File: src/rtl/imem_loader_pkg.sv
// Shared types and constants for the boot-time instruction-memory loader.
package imem_loader_pkg;

   typedef enum logic [2:0] {
      HDR   = 3'd0,
      DATA  = 3'd1,
      CSUM  = 3'd2,
      RUN   = 3'd3,
      ERROR = 3'd4
   } state_t;

   localparam int WORD_BYTES = 4;

endpackage

File: src/rtl/imem_loader_byte_assembler.sv
// Collects little-endian bytes into 32-bit words; word/word_valid are presented
// combinationally on the byte that completes a word so the owner can register them.
module byte_assembler
   import imem_loader_pkg::*;
(
   input  logic        clk,
   input  logic        reset_n,
   input  logic        clear,
   input  logic        byte_en,
   input  logic [7:0]  byte_in,
   output logic [31:0] word,
   output logic        word_valid
);

   logic [1:0]  cnt_q, cnt_d;
   logic [23:0] shreg_q, shreg_d;

   // Next byte counter and shift register; earlier bytes move toward bit 0.
   always_comb begin
      cnt_d   = cnt_q;
      shreg_d = shreg_q;
      if (clear) begin
         cnt_d   = 2'd0;
         shreg_d = 24'd0;
      end else if (byte_en) begin
         cnt_d   = cnt_q + 2'd1;
         shreg_d = {byte_in, shreg_q[23:8]};
      end else begin
         cnt_d   = cnt_q;
         shreg_d = shreg_q;
      end
   end

   always_ff @(posedge clk or negedge reset_n) begin
      if (!reset_n) begin
         cnt_q   <= 2'd0;
         shreg_q <= 24'd0;
      end else begin
         cnt_q   <= cnt_d;
         shreg_q <= shreg_d;
      end
   end

   assign word       = {byte_in, shreg_q};
   assign word_valid = byte_en && !clear && (cnt_q == 2'(WORD_BYTES - 1));

endmodule

File: src/rtl/imem_loader.sv
// Boot image loader: streams header + words into instruction memory and holds the CPU in reset until done.
// Optional feature macro IMEM_LOADER_CHECKSUM_EN adds a trailing 32-bit word-sum checksum check.
module imem_loader
   import imem_loader_pkg::*;
#(
   parameter int MEM_DEPTH = 1024
) (
   input  logic        clk,
   input  logic        reset_n,
   input  logic        in_valid,
   input  logic [7:0]  in_data,
   output logic        in_ready,
   input  logic        reload,
   output logic        mem_we,
   output logic [31:0] mem_addr,
   output logic [31:0] mem_wdata,
   output logic        cpu_reset,
   output logic        done,
   output logic        error
);

   localparam int IDX_W = $clog2(MEM_DEPTH) + 1;

`ifdef IMEM_LOADER_CHECKSUM_EN
   localparam state_t POST_DATA = CSUM;
`else
   localparam state_t POST_DATA = RUN;
`endif

   state_t           state_q, state_d;
   logic [IDX_W-1:0] widx_q, widx_d;
   logic [IDX_W-1:0] n_q, n_d;
   logic             mem_we_q, mem_we_d;
   logic [31:0]      mem_addr_q, mem_addr_d;
   logic [31:0]      mem_wdata_q, mem_wdata_d;
   logic             in_ready_q, in_ready_d;
   logic             cpu_reset_q, cpu_reset_d;
   logic             done_q, done_d;
   logic             error_q, error_d;
`ifdef IMEM_LOADER_CHECKSUM_EN
   logic [31:0]      sum_q, sum_d;
`endif

   logic        byte_en;
   logic        asm_clear;
   logic [31:0] asm_word;
   logic        asm_valid;

   assign byte_en = in_valid && in_ready_q;

   byte_assembler u_asm (
      .clk        (clk),
      .reset_n    (reset_n),
      .clear      (asm_clear),
      .byte_en    (byte_en),
      .byte_in    (in_data),
      .word       (asm_word),
      .word_valid (asm_valid)
   );

   // Sequencing reacts only to completed words; a partial word leaves everything frozen.
   always_comb begin
      state_d     = state_q;
      widx_d      = widx_q;
      n_d         = n_q;
      mem_we_d    = 1'b0;
      mem_addr_d  = mem_addr_q;
      mem_wdata_d = mem_wdata_q;
      asm_clear   = 1'b0;
`ifdef IMEM_LOADER_CHECKSUM_EN
      sum_d       = sum_q;
`endif
      case (state_q)
         HDR: begin
            if (!asm_valid) begin
               state_d = state_q;
            end else if (asm_word > 32'(MEM_DEPTH)) begin
               state_d = ERROR;
            end else if (asm_word == 32'd0) begin
               state_d = POST_DATA;
            end else begin
               n_d     = asm_word[IDX_W-1:0];
               state_d = DATA;
            end
         end
         DATA: begin
            if (asm_valid) begin
               mem_we_d    = 1'b1;
               mem_addr_d  = 32'({widx_q, 2'b00});
               mem_wdata_d = asm_word;
               widx_d      = widx_q + IDX_W'(1);
`ifdef IMEM_LOADER_CHECKSUM_EN
               sum_d       = sum_q + asm_word;
`endif
               if (widx_q == n_q - IDX_W'(1)) begin
                  state_d = POST_DATA;
               end else begin
                  state_d = DATA;
               end
            end else begin
               state_d = state_q;
            end
         end
`ifdef IMEM_LOADER_CHECKSUM_EN
         CSUM: begin
            if (!asm_valid) begin
               state_d = state_q;
            end else if (asm_word == sum_q) begin
               state_d = RUN;
            end else begin
               state_d = ERROR;
            end
         end
`endif
         RUN: begin
            if (reload) begin
               state_d   = HDR;
               widx_d    = '0;
               asm_clear = 1'b1;
`ifdef IMEM_LOADER_CHECKSUM_EN
               sum_d     = 32'd0;
`endif
            end else begin
               state_d = RUN;
            end
         end
         ERROR: begin
            state_d = ERROR;
         end
         default: begin
            state_d = ERROR;
         end
      endcase

      in_ready_d  = (state_d == HDR) || (state_d == DATA) || (state_d == CSUM);
      cpu_reset_d = (state_d != RUN);
      done_d      = (state_d == RUN);
      error_d     = (state_d == ERROR);
   end

   // State, counters and all externally visible outputs.
   always_ff @(posedge clk or negedge reset_n) begin
      if (!reset_n) begin
         state_q     <= HDR;
         widx_q      <= '0;
         n_q         <= '0;
         mem_we_q    <= 1'b0;
         mem_addr_q  <= 32'd0;
         mem_wdata_q <= 32'd0;
         in_ready_q  <= 1'b1;
         cpu_reset_q <= 1'b1;
         done_q      <= 1'b0;
         error_q     <= 1'b0;
`ifdef IMEM_LOADER_CHECKSUM_EN
         sum_q       <= 32'd0;
`endif
      end else begin
         state_q     <= state_d;
         widx_q      <= widx_d;
         n_q         <= n_d;
         mem_we_q    <= mem_we_d;
         mem_addr_q  <= mem_addr_d;
         mem_wdata_q <= mem_wdata_d;
         in_ready_q  <= in_ready_d;
         cpu_reset_q <= cpu_reset_d;
         done_q      <= done_d;
         error_q     <= error_d;
`ifdef IMEM_LOADER_CHECKSUM_EN
         sum_q       <= sum_d;
`endif
      end
   end

   assign in_ready  = in_ready_q;
   assign mem_we    = mem_we_q;
   assign mem_addr  = mem_addr_q;
   assign mem_wdata = mem_wdata_q;
   assign cpu_reset = cpu_reset_q;
   assign done      = done_q;
   assign error     = error_q;

endmodule
File: config.mk
export PLATFORM = sky130hd
export DESIGN_NAME = imem_loader
export DESIGN_NICKNAME = d
export VERILOG_FILES = /design/src/rtl/imem_loader_pkg.sv /design/src/rtl/imem_loader_byte_assembler.sv /design/src/rtl/imem_loader.sv
export SDC_FILE = /design/constraint.sdc
export NUM_CORES = 1
export LEC_CHECK = 0
export BUFFER_PORTS_ARGS = -buffer_cell sky130_fd_sc_hd__buf_2
export CAP_MARGIN = 10
export CORE_UTILIZATION = 56
export CTS_CLUSTER_SIZE = 12
export DETAILED_ROUTE_END_ITERATION = 8
export GPL_ROUTABILITY_DRIVEN = 0
export PLACE_DENSITY = 0.8
export SETUP_SLACK_MARGIN = 0.2
export SLEW_MARGIN = 20
export SYNTH_ARGS = -nofsm -noshare
export SYNTH_HDL_FRONTEND = slang
export SYNTH_HIERARCHICAL = 1
export SYNTH_SLANG_ARGS = --single-unit
File: constraint.sdc
create_clock -name clk -period 3.8 [get_ports clk]
set_input_delay 0.19 -clock clk [delete_from_list [all_inputs] [get_ports clk]]
set_output_delay 0.19 -clock clk [all_outputs]
set_load 0.05 [all_outputs]
After elaboration in Yosys (flattened, before gate mapping):

Index checks and enable logic that the tools add are counted.

* muxes and demuxes: 18
* bitwise operators: 2
* reduce and logical (&&, ||, !) cells: 14
* $lt $le $gt $ge: 1
* equal/unequal tests: 11
* $add $sub $neg: 3

Operators by type and width (number)
* two-way mux 24 bit: 2
* > comparator 32 x 11 -> 1 bit, second input constant: 1
* zero test 32 bit: 1
* two-way mux 11 bit: 2
* one-hot mux 11 bit (2 select lines): 1
* adder 11 x 1 -> 11 bit, second input constant: 1
* == test 11 bit: 1
* subtractor 11 x 1 -> 11 bit, second input constant: 1
* two-way mux 2 bit: 5
* == test 3 x 2 -> 1 bit, second input constant: 3
* two-way mux 3 bit: 3
* one-hot mux 3 bit (3 select lines): 1
* == test 3 x 1 -> 1 bit, second input constant: 2
* zero test 3 bit: 2
* two-way mux 1 bit: 4
* inequality test 2 bit, second input constant: 2
* AND reduction 4 bit: 1
* nonzero test 2 bit: 2
* == test 3 bit, second input constant: 1
* logical AND 1 bit: 3
* inequality test 3 x 2 -> 1 bit, second input constant: 1
* AND reduction 3 bit: 1
* adder 2 x 1 -> 2 bit, second input constant: 1
* == test 2 bit, second input constant: 1
* 4 further kinds: 6

* output and inout port bits: 69
* word-level logic and storage cells: 61
* bits in registers: 99

Logic depth before layout (Yosys ltp):

Gate-level depths: netlist of run 1.

* depth after elaboration: 10
* mapped depth: 12
* gate-level depth less buffers: 9

Modules after synthesis:

Netlist of run 1, hierarchy kept.

By module, submodules not included
* imem_loader: cells an instance 290, area each 3497.1 um^2, instances 1
* byte_assembler: cells an instance 95, area each 1156.1 um^2, instances 1

Worst setup path after synthesis of run 1:

No wires, ideal clock.

* path kind: reg2reg
* start: reg state_q[1]
* end: reg mem_wdata_q[17], in the netlist mem_wdata[17]
* library setup time: 125 ps
* arrival time: 2653 ps
* path slack: 1022 ps
* data required time: 3675 ps
* cell stages (with the launch flop): 11
* cell sequence: dfrtp_1 -> and4b_1 -> clkbuf_1 -> buf_2 -> buf_2 -> nor2_1 -> nor4bb_1 -> clkbuf_1 -> buf_2 -> buf_1 -> mux2_2

* word-level cells in the longest chain between the ends: 6
* elaborated cells between the ends (all ways): 7

Ends and longest elaborated chain
* start, declared: line imem_loader.sv:30 `state_t state_q, state_d;`
* start signal, assigned: line imem_loader.sv:158 `state_q <= state_d;`
* == test 3 x 2 -> 1 bit: line imem_loader.sv:73 `case (state_q)`
* two-way mux 1 bit: line imem_loader.sv:73
* net asm_clear: line imem_loader.sv:45 `logic asm_clear;`
* zero test 1 bit: line imem_loader_byte_assembler.sv:45 `assign word_valid = byte_en && !clear && (cnt_q == 2'(WORD_BYTES - 1));`
* logical AND 1 bit (2 in a row): line imem_loader_byte_assembler.sv:45
* net asm_valid: line imem_loader.sv:47 `logic asm_valid;`
* AND reduction 2 bit (no source line)
* end signal, assigned: line imem_loader.sv:163 `mem_wdata_q <= mem_wdata_d;`
* end, declared: line imem_loader.sv:35 `logic [31:0] mem_wdata_q, mem_wdata_d;`

The timed path passes the listed nets, and every way through them passes these cells.
A chain may end at the register's enable or synchronous reset.

Final worst setup path of run 1:

* start: reg n_q[0]
* end: reg in_ready_q, in the netlist in_ready

* word-level cells in the longest chain between the ends: 8
* elaborated cells between the ends (all ways): 10

Ends and longest elaborated chain
* start, declared: line imem_loader.sv:32 `logic [IDX_W-1:0] n_q, n_d;`
* start signal, assigned: line imem_loader.sv:160 `n_q <= n_d;`
* subtractor 11 x 1 -> 11 bit *: line imem_loader.sv:95 `if (widx_q == n_q - IDX_W'(1)) begin`
* == test 11 bit *: line imem_loader.sv:95
* two-way mux 2 bit *: line imem_loader.sv:95
* two-way mux 3 bit *: line imem_loader.sv:87 `if (asm_valid) begin`
* one-hot mux 3 bit (3 select lines) *: line imem_loader.sv:73
* == test 3 x 1 -> 1 bit or zero test 3 bit (tied branches): line imem_loader.sv:135 `in_ready_d = (state_d == HDR) || (state_d == DATA) || (state_d == CSUM);`
* logical OR 1 bit: line imem_loader.sv:135
* logical OR 1 bit *: line imem_loader.sv:135
* net in_ready_d: line imem_loader.sv:36 `logic in_ready_q, in_ready_d;`
* end signal, assigned: line imem_loader.sv:164 `in_ready_q <= in_ready_d;`
* end, declared: line imem_loader.sv:36

The timed path passes the listed nets; every way through them passes the cells marked *.

==> flow_summary.json, run 1 <==
{
  "outcome": "complete, no violations",
  "dp_slack_ns": 1.05,
  "die_h_um": 93.2,
  "reg2reg_from": "n_q[0]$_DFFE_PN0P_",
  "required_ns": 4.04,
  "p_seq_share_pct": 57.9,
  "first_pass_iters": 4,
  "path_buf_inv": 1,
  "layout.nets": 447,
  "period_share_pct": 73.0,
  "vias_per_cell": 5.50,
  "rsz0062_at_grt": "no",
  "tns_ns": 0,
  "synth-seq-cells": 99,
  "vias": 2964,
  "finalSetupViolations": 0,
  "cts.htree.levels": 3,
  "clockPowerShare_pct": 37.8,
  "cts.sinks": 99,
  "grt_pass1_vias": 3066,
  "grt_max_degree": 69,
  "antenna_found_initial": 0,
  "worstPathMaxFanout": 5,
  "numPortBuffers": 59,
  "synth_cells": 385,
  "hold-path-endpoint": "mem_wdata[26]$_DFFE_PN0P_",
  "rr_endpoint": "in_ready$_DFF_PN1_",
  "root_buffer": "clkbuf_8",
  "rrSetupSlack_ns": 1.03,
  "criticalPathCategory": "reg -> reg",
  "cpMaxStageDelayCell": "or4b_4",
  "yosys_most_used_dff": "dfrtp_1",
  "cts-buffers-inserted": 9,
  "power.net_switching_mw": 0.434,
  "initial_core_util_pct": 59.0,
  "avgSynthCellArea_sq_um": 12.1,
  "ys_async_sr_fraction_pct": 100,
  "worstHoldPathType": "in -> reg",
  "arrival_ns": 3.01,
  "drt_iter0_drc": 99,
  "slowest_delay_ns": 0.49,
  "postCtsSetupBuffers": 0,
  "ys_seq_area_share_pct": 53.3,
  "fin_skew_ns": 0.0105,
  "cts_tree": "done",
  "coreArea_sq_um": 7890,
  "dp.final_hpwl_mm": 6.13,
  "layout_common_cells": "97 x dfrtp_1, 58 x buf_2, 54 x mux2_2",
  "rows": 32,
  "setup_ws_ns": 1.03,
  "tightest_slew_ns": 0.836,
  "ant_nets": 0,
  "max-cap-violations": 0,
  "relSlewSlack_pct": 44.2,
  "clk_pin_slew_worst_paths_ns": 0.10,
  "wl_mm": 8.85,
  "post-route-min-period_ns": 2.77,
  "grtUsageTotal_pct": 22.0,
  "grt_overflow": 0,
  "fillCellCount": 615,
  "vdd_drop_max_mv": 0.310,
  "maxSlewViolCount": 0,
  "cp-start-kind": "flip-flop",
  "crit_path_start": "n_q[0]$_DFFE_PN0P_",
  "power_frac_comb_pct": 4.3,
  "hp-start": "in_data[2]",
  "grt_first_pass_wirelength_mm": 14.8,
  "post_drt_wl_per_cell_um": 16.4,
  "clk_path_buf_depth": 2,
  "final_cell_area_sq_um": 5080,
  "p_leak_nw": 2.62,
  "worstHoldPathCells": 2,
  "max_freq_ghz": 0.361,
  "r2r_cells": 8,
  "powerDensity_nw_per_um2": 358,
  "netSwitchingFraction_pct": 23.8,
  "synth_edf_count": 0,
  "die-area_sq_um": 8680,
  "netlist_area_sq_um": 4650,
  "drcViolationCount": 0,
  "areaGrowthSynthToFinish_pct": 9.20,
  "ys_types": 49,
  "ios": 81,
  "layout_commonest_cell": "dfrtp_1",
  "dpl-instance-area_sq_um": 4870,
  "end_kind": "flip-flop",
  "critPathTopFamily": "simple AND/OR/NAND/NOR gates",
  "cp_cell_sequence": "inv_1, ha_1, or4b_4, or4_4, mux2i_1, o31ai_1, a211oi_2, a2111oi_1",
  "timing.final.hold_violations": 0,
  "p_int_mw": 1.38,
  "ys_warn_count": 6,
  "worstSkewPairLatency_ns": 0.37,
  "diodes": 0,
  "utilization_pct": 64.4,
  "die-width_um": 93.2,
  "drive_gt1_share_pct": 33.0,
  "finalNonFillerCells": 539,
  "dp_cells": 522
}
flip-flops by register name, indices dropped and copies added, names as in the netlist:
name           flops
state_q            3
mem_wdata         32
n_q               11
u_asm/cnt_q        2
cpu_reset          1
mem_addr          11
in_ready           1
u_asm/shreg_q     24
widx_q            11
mem_we             1
done               1
error              1
synthesized netlist by cell type (5+ instances only):
master | count | area [sq um]
xor2_1 | 11 | 96.3
nor3_1 | 5 | 25.0
mux2i_1 | 27 | 270
nor4_1 | 8 | 50.1
buf_4 | 29 | 218
clkbuf_1 | 9 | 33.8
xnor2_1 | 9 | 78.8
mux2_2 | 54 | 608
nand3_1 | 6 | 30.0
dfrtp_1 | 97 | 2430
buf_2 | 5 | 25.0
nor2_1 | 43 | 161
nand2_1 | 15 | 56.3
nand4_1 | 7 | 43.8
cell type report:
cell class,count,area (sq um),area share [%]
Inverter,4,15.0,0.295
Clock buffer,11,141,2.78
Clock inverter,5,62.6,1.23
Timing Repair Buffer,65,345,6.80
Multi-Input combinational cell,253,1910,37.6
Tap cell,102,128,2.51
Sequential cell,99,2480,48.8
routing by layer:
| metal | vias to the layer above | global-route usage [%] | share of wire [%] |
|---|---|---|---|
| met1 | 1479 | 28.1 | 44 |
| met5 | - | 0 | 0 |
| met4 | 0 | 7.31 | 1.5 |
| li1 | 1382 | - | - |
| met2 | 84 | 37.3 | 50 |
| met3 | 19 | 4.80 | 4.4 |
repair_timing:
| action | in CTS | in global routing |
|---|---|---|
| gates resized for setup | 0 | 0 |
| hold buffers | 1 | 0 |
| hold endpoints to repair | 67 | 0 |
per-stage QoR:
step	total power, mW	hold slack (ns)
floorplan	1.14	-0.106
global placement	1.15	0.347
detailed placement	1.15	0.351
CTS	1.83	0.0771
global route	1.88	0.0910
finish	1.82	0.0889
logic make-up after synthesis:
family	count (synthesis)	share of synthesized area [%]
adders and majority gates	3	0.807
muxes	81	18.9
other	1	0.0806
and+or+nand+nor	107	12.1
buffers and inverters	53	7.61
DFF	99	53.3
AOI/OAI and AO/OA	21	3.44
xor gates and xnor gates	20	3.76
power groups by stage:
stage          Sequential (mW)  Clock, mW  Combinational, mW
5_1_grt                   1.05      0.741             0.0855
3_3_place_gp              1.07          0             0.0774
2_1_floorplan             1.07          0             0.0701
3_5_place_dp              1.07          0             0.0776
6_report                  1.05      0.688             0.0773
4_1_cts                   1.05      0.699             0.0783
how the worst max path moves through the flow:
stage | endpoint | slack, ns | depth (start not counted)
finish | in_ready$_DFF_PN1_ | 1.03 | 8
global route | in_ready$_DFF_PN1_ | 0.83 | 8
CTS | in_ready$_DFF_PN1_ | 1.05 | 8
detailed placement | in_ready$_DFF_PN1_ | 1.05 | 8
global placement | in_ready$_DFF_PN1_ | 1.21 | 8
floorplan | mem_wdata[17]$_DFFE_PN0P_ | 1.02 | 10
Note: power is estimated with default switching activity, not from simulation.
==> inputs of run 2 (changes only) <==
--- a/config.mk
+++ b/config.mk
@@ -7,11 +7,11 @@
 export LEC_CHECK = 0
 export BUFFER_PORTS_ARGS = -buffer_cell sky130_fd_sc_hd__buf_2
 export CAP_MARGIN = 10
-export CORE_UTILIZATION = 56
+export CORE_UTILIZATION = 50
 export CTS_CLUSTER_SIZE = 12
 export DETAILED_ROUTE_END_ITERATION = 8
 export GPL_ROUTABILITY_DRIVEN = 0
-export PLACE_DENSITY = 0.8
+export PLACE_DENSITY = 0.75
 export SETUP_SLACK_MARGIN = 0.2
 export SLEW_MARGIN = 20
 export SYNTH_ARGS = -nofsm -noshare
==> constraint.sdc (replaced) <==
create_clock -name clk -period 2.53 [get_ports clk]
set_input_delay 0.1265 -clock clk [delete_from_list [all_inputs] [get_ports clk]]
set_output_delay 0.1265 -clock clk [all_outputs]
set_load 0.05 [all_outputs]
==> flow_summary.json, run 2 (synthesis gave the netlist of run 1 again) <==
{
  "antenna_found_initial": 0,
  "die_h_um": 98.5,
  "fin_skew_ns": 0.0108,
  "r2r_cells": 8,
  "cts.sinks": 99,
  "cp_cell_sequence": "inv_1, ha_2, or4b_4, or4_4, mux2i_1, o31ai_1, a211oi_2, a211o_1",
  "ant_nets": 0,
  "largest_reg_flops": 32,
  "arrival_ns": 2.68,
  "die-area_sq_um": 9700,
  "layout_commonest_cell": "dfrtp_1",
  "rr_endpoint": "done$_DFF_PN0_",
  "dp.final_hpwl_mm": 6.26,
  "ios": 81,
  "path_depth": 8,
  "grt_pass1_vias": 2998,
  "rrSetupSlack_ns": 0.1,
  "vias": 3033,
  "coreArea_sq_um": 8850,
  "path_buf_inv": 1,
  "wl_mm": 9.03,
  "hp-start": "in_data[1]",
  "drt_iter0_drc": 177,
  "post_drt_wl_per_cell_um": 16.2,
  "clk_pin_slew_worst_paths_ns": 0.10,
  "vdd_drop_max_mv": 0.341,
  "holdWs_ns": 0.0229,
  "grtUsageTotal_pct": 19.7,
  "root_buffer": "clkbuf_8",
  "rsz0062_at_grt": "yes",
  "initial_core_util_pct": 52.6,
  "relSlewSlack_pct": 43.7,
  "grt_first_pass_wirelength_mm": 15.0,
  "vias_per_cell": 5.45,
  "cp-start-kind": "flip-flop",
  "critPathTopFamily": "simple AND/OR/NAND/NOR gates",
  "diodes": 0,
  "drive_gt1_share_pct": 36.5,
  "tightest_slew_ns": 0.844,
  "maxSlewViolCount": 0,
  "required_ns": 2.78,
  "end_kind": "flip-flop",
  "powerDensity_nw_per_um2": 513,
  "drcViolationCount": 0,
  "finalSetupViolations": 0,
  "max_freq_ghz": 0.411,
  "numPortBuffers": 59,
  "timing.final.hold_violations": 0,
  "layout_common_cells": "96 x dfrtp_1, 58 x buf_2, 54 x mux2_2",
  "cts.htree.levels": 3,
  "grt_max_degree": 67,
  "final_cell_area_sq_um": 5180,
  "cts_tree": "done",
  "worstHoldPathType": "in -> reg",
  "cpMaxStageDelayCell": "or4b_4",
  "max-cap-violations": 0,
  "utilization_pct": 58.6,
  "endpoint": "done$_DFF_PN0_",
  "cts-buffers-inserted": 9,
  "layout.nets": 459,
  "outcome": "complete, no violations",
  "first_pass_iters": 6,
  "p_leak_nw": 2.68,
  "worstSkewPairLatency_ns": 0.37,
  "areaGrowthSynthToFinish_pct": 11.4,
  "slowest_delay_ns": 0.46,
  "crit_path_start": "n_q[1]$_DFFE_PN0P_",
  "period_share_pct": 96.2,
  "worstPathMaxFanout": 4,
  "post-route-min-period_ns": 2.43,
  "clk_path_buf_depth": 2,
  "grt_overflow": 0,
  "die-width_um": 98.5,
  "reg2reg_from": "n_q[1]$_DFFE_PN0P_",
  "criticalPathCategory": "reg -> reg",
  "rows": 34,
  "dpl-instance-area_sq_um": 4920
}
[run 2: worst min-delay path by stage]
stage                                           end  slack, ns  cells past startpoint
after floorplan                      done$_DFF_PN0_      -0.17                      0
after global placement     mem_wdata[5]$_DFFE_PN0P_       0.27                      1
after detailed placement   mem_wdata[5]$_DFFE_PN0P_       0.28                      1
after CTS                 mem_wdata[25]$_DFFE_PN0P_       0.01                      2
after global routing      mem_wdata[24]$_DFFE_PN0P_       0.01                      2
final                     mem_wdata[25]$_DFFE_PN0P_       0.02                      2
[run 2: report_power, final]
part           switching (mW)  leakage, nW  internal [mW]
Sequential                  0         1.36           1.58
Combinational           0.107         1.23         0.0114
Clock                   0.584       0.0848          0.375
[run 2: through the flow]
step	cells	setup WS, ns	setup TNS (ns)	power, mW
after global placement	533	0.123	0	1.73
after CTS	552	0.127	0	2.68
after global routing	557	0.000535	0	2.76
after detailed placement	533	-0.000987	-0.000987	1.73
final	557	0.0960	0	2.66
after floorplan	405	0.107	0	1.72
[run 2: per-layer routing]
metal	GRT usage (%)	vias to the layer above	wire length (um)
met5	0	-	0
li1	-	1412	-
met3	4.40	12	281
met4	5.74	0	127
met1	26.7	1541	4080
met2	32.0	68	4540
[run 2: repair_timing]
item | CTS | global route
cloned | 0 | 0
setup buffers | 2 | 5
hold buffers | 1 | 0
setup endpoints to repair | 15 | 30
gates resized for setup | 2 | 2
pin swaps | 1 | 4
endpoints found under the hold margin | 62 | 0
[run 2: final cells by class]
| class | count | area (sq um) |
|---|---|---|
| clock inverter | 7 | 60.1 |
| sequential | 99 | 2480 |
| timing repair buffer | 77 | 435 |
| fill | 729 | 3660 |
| multi-input combinational | 253 | 1930 |
| inverter | 4 | 15.0 |
| clock buffer | 9 | 124 |
| tap | 108 | 135 |
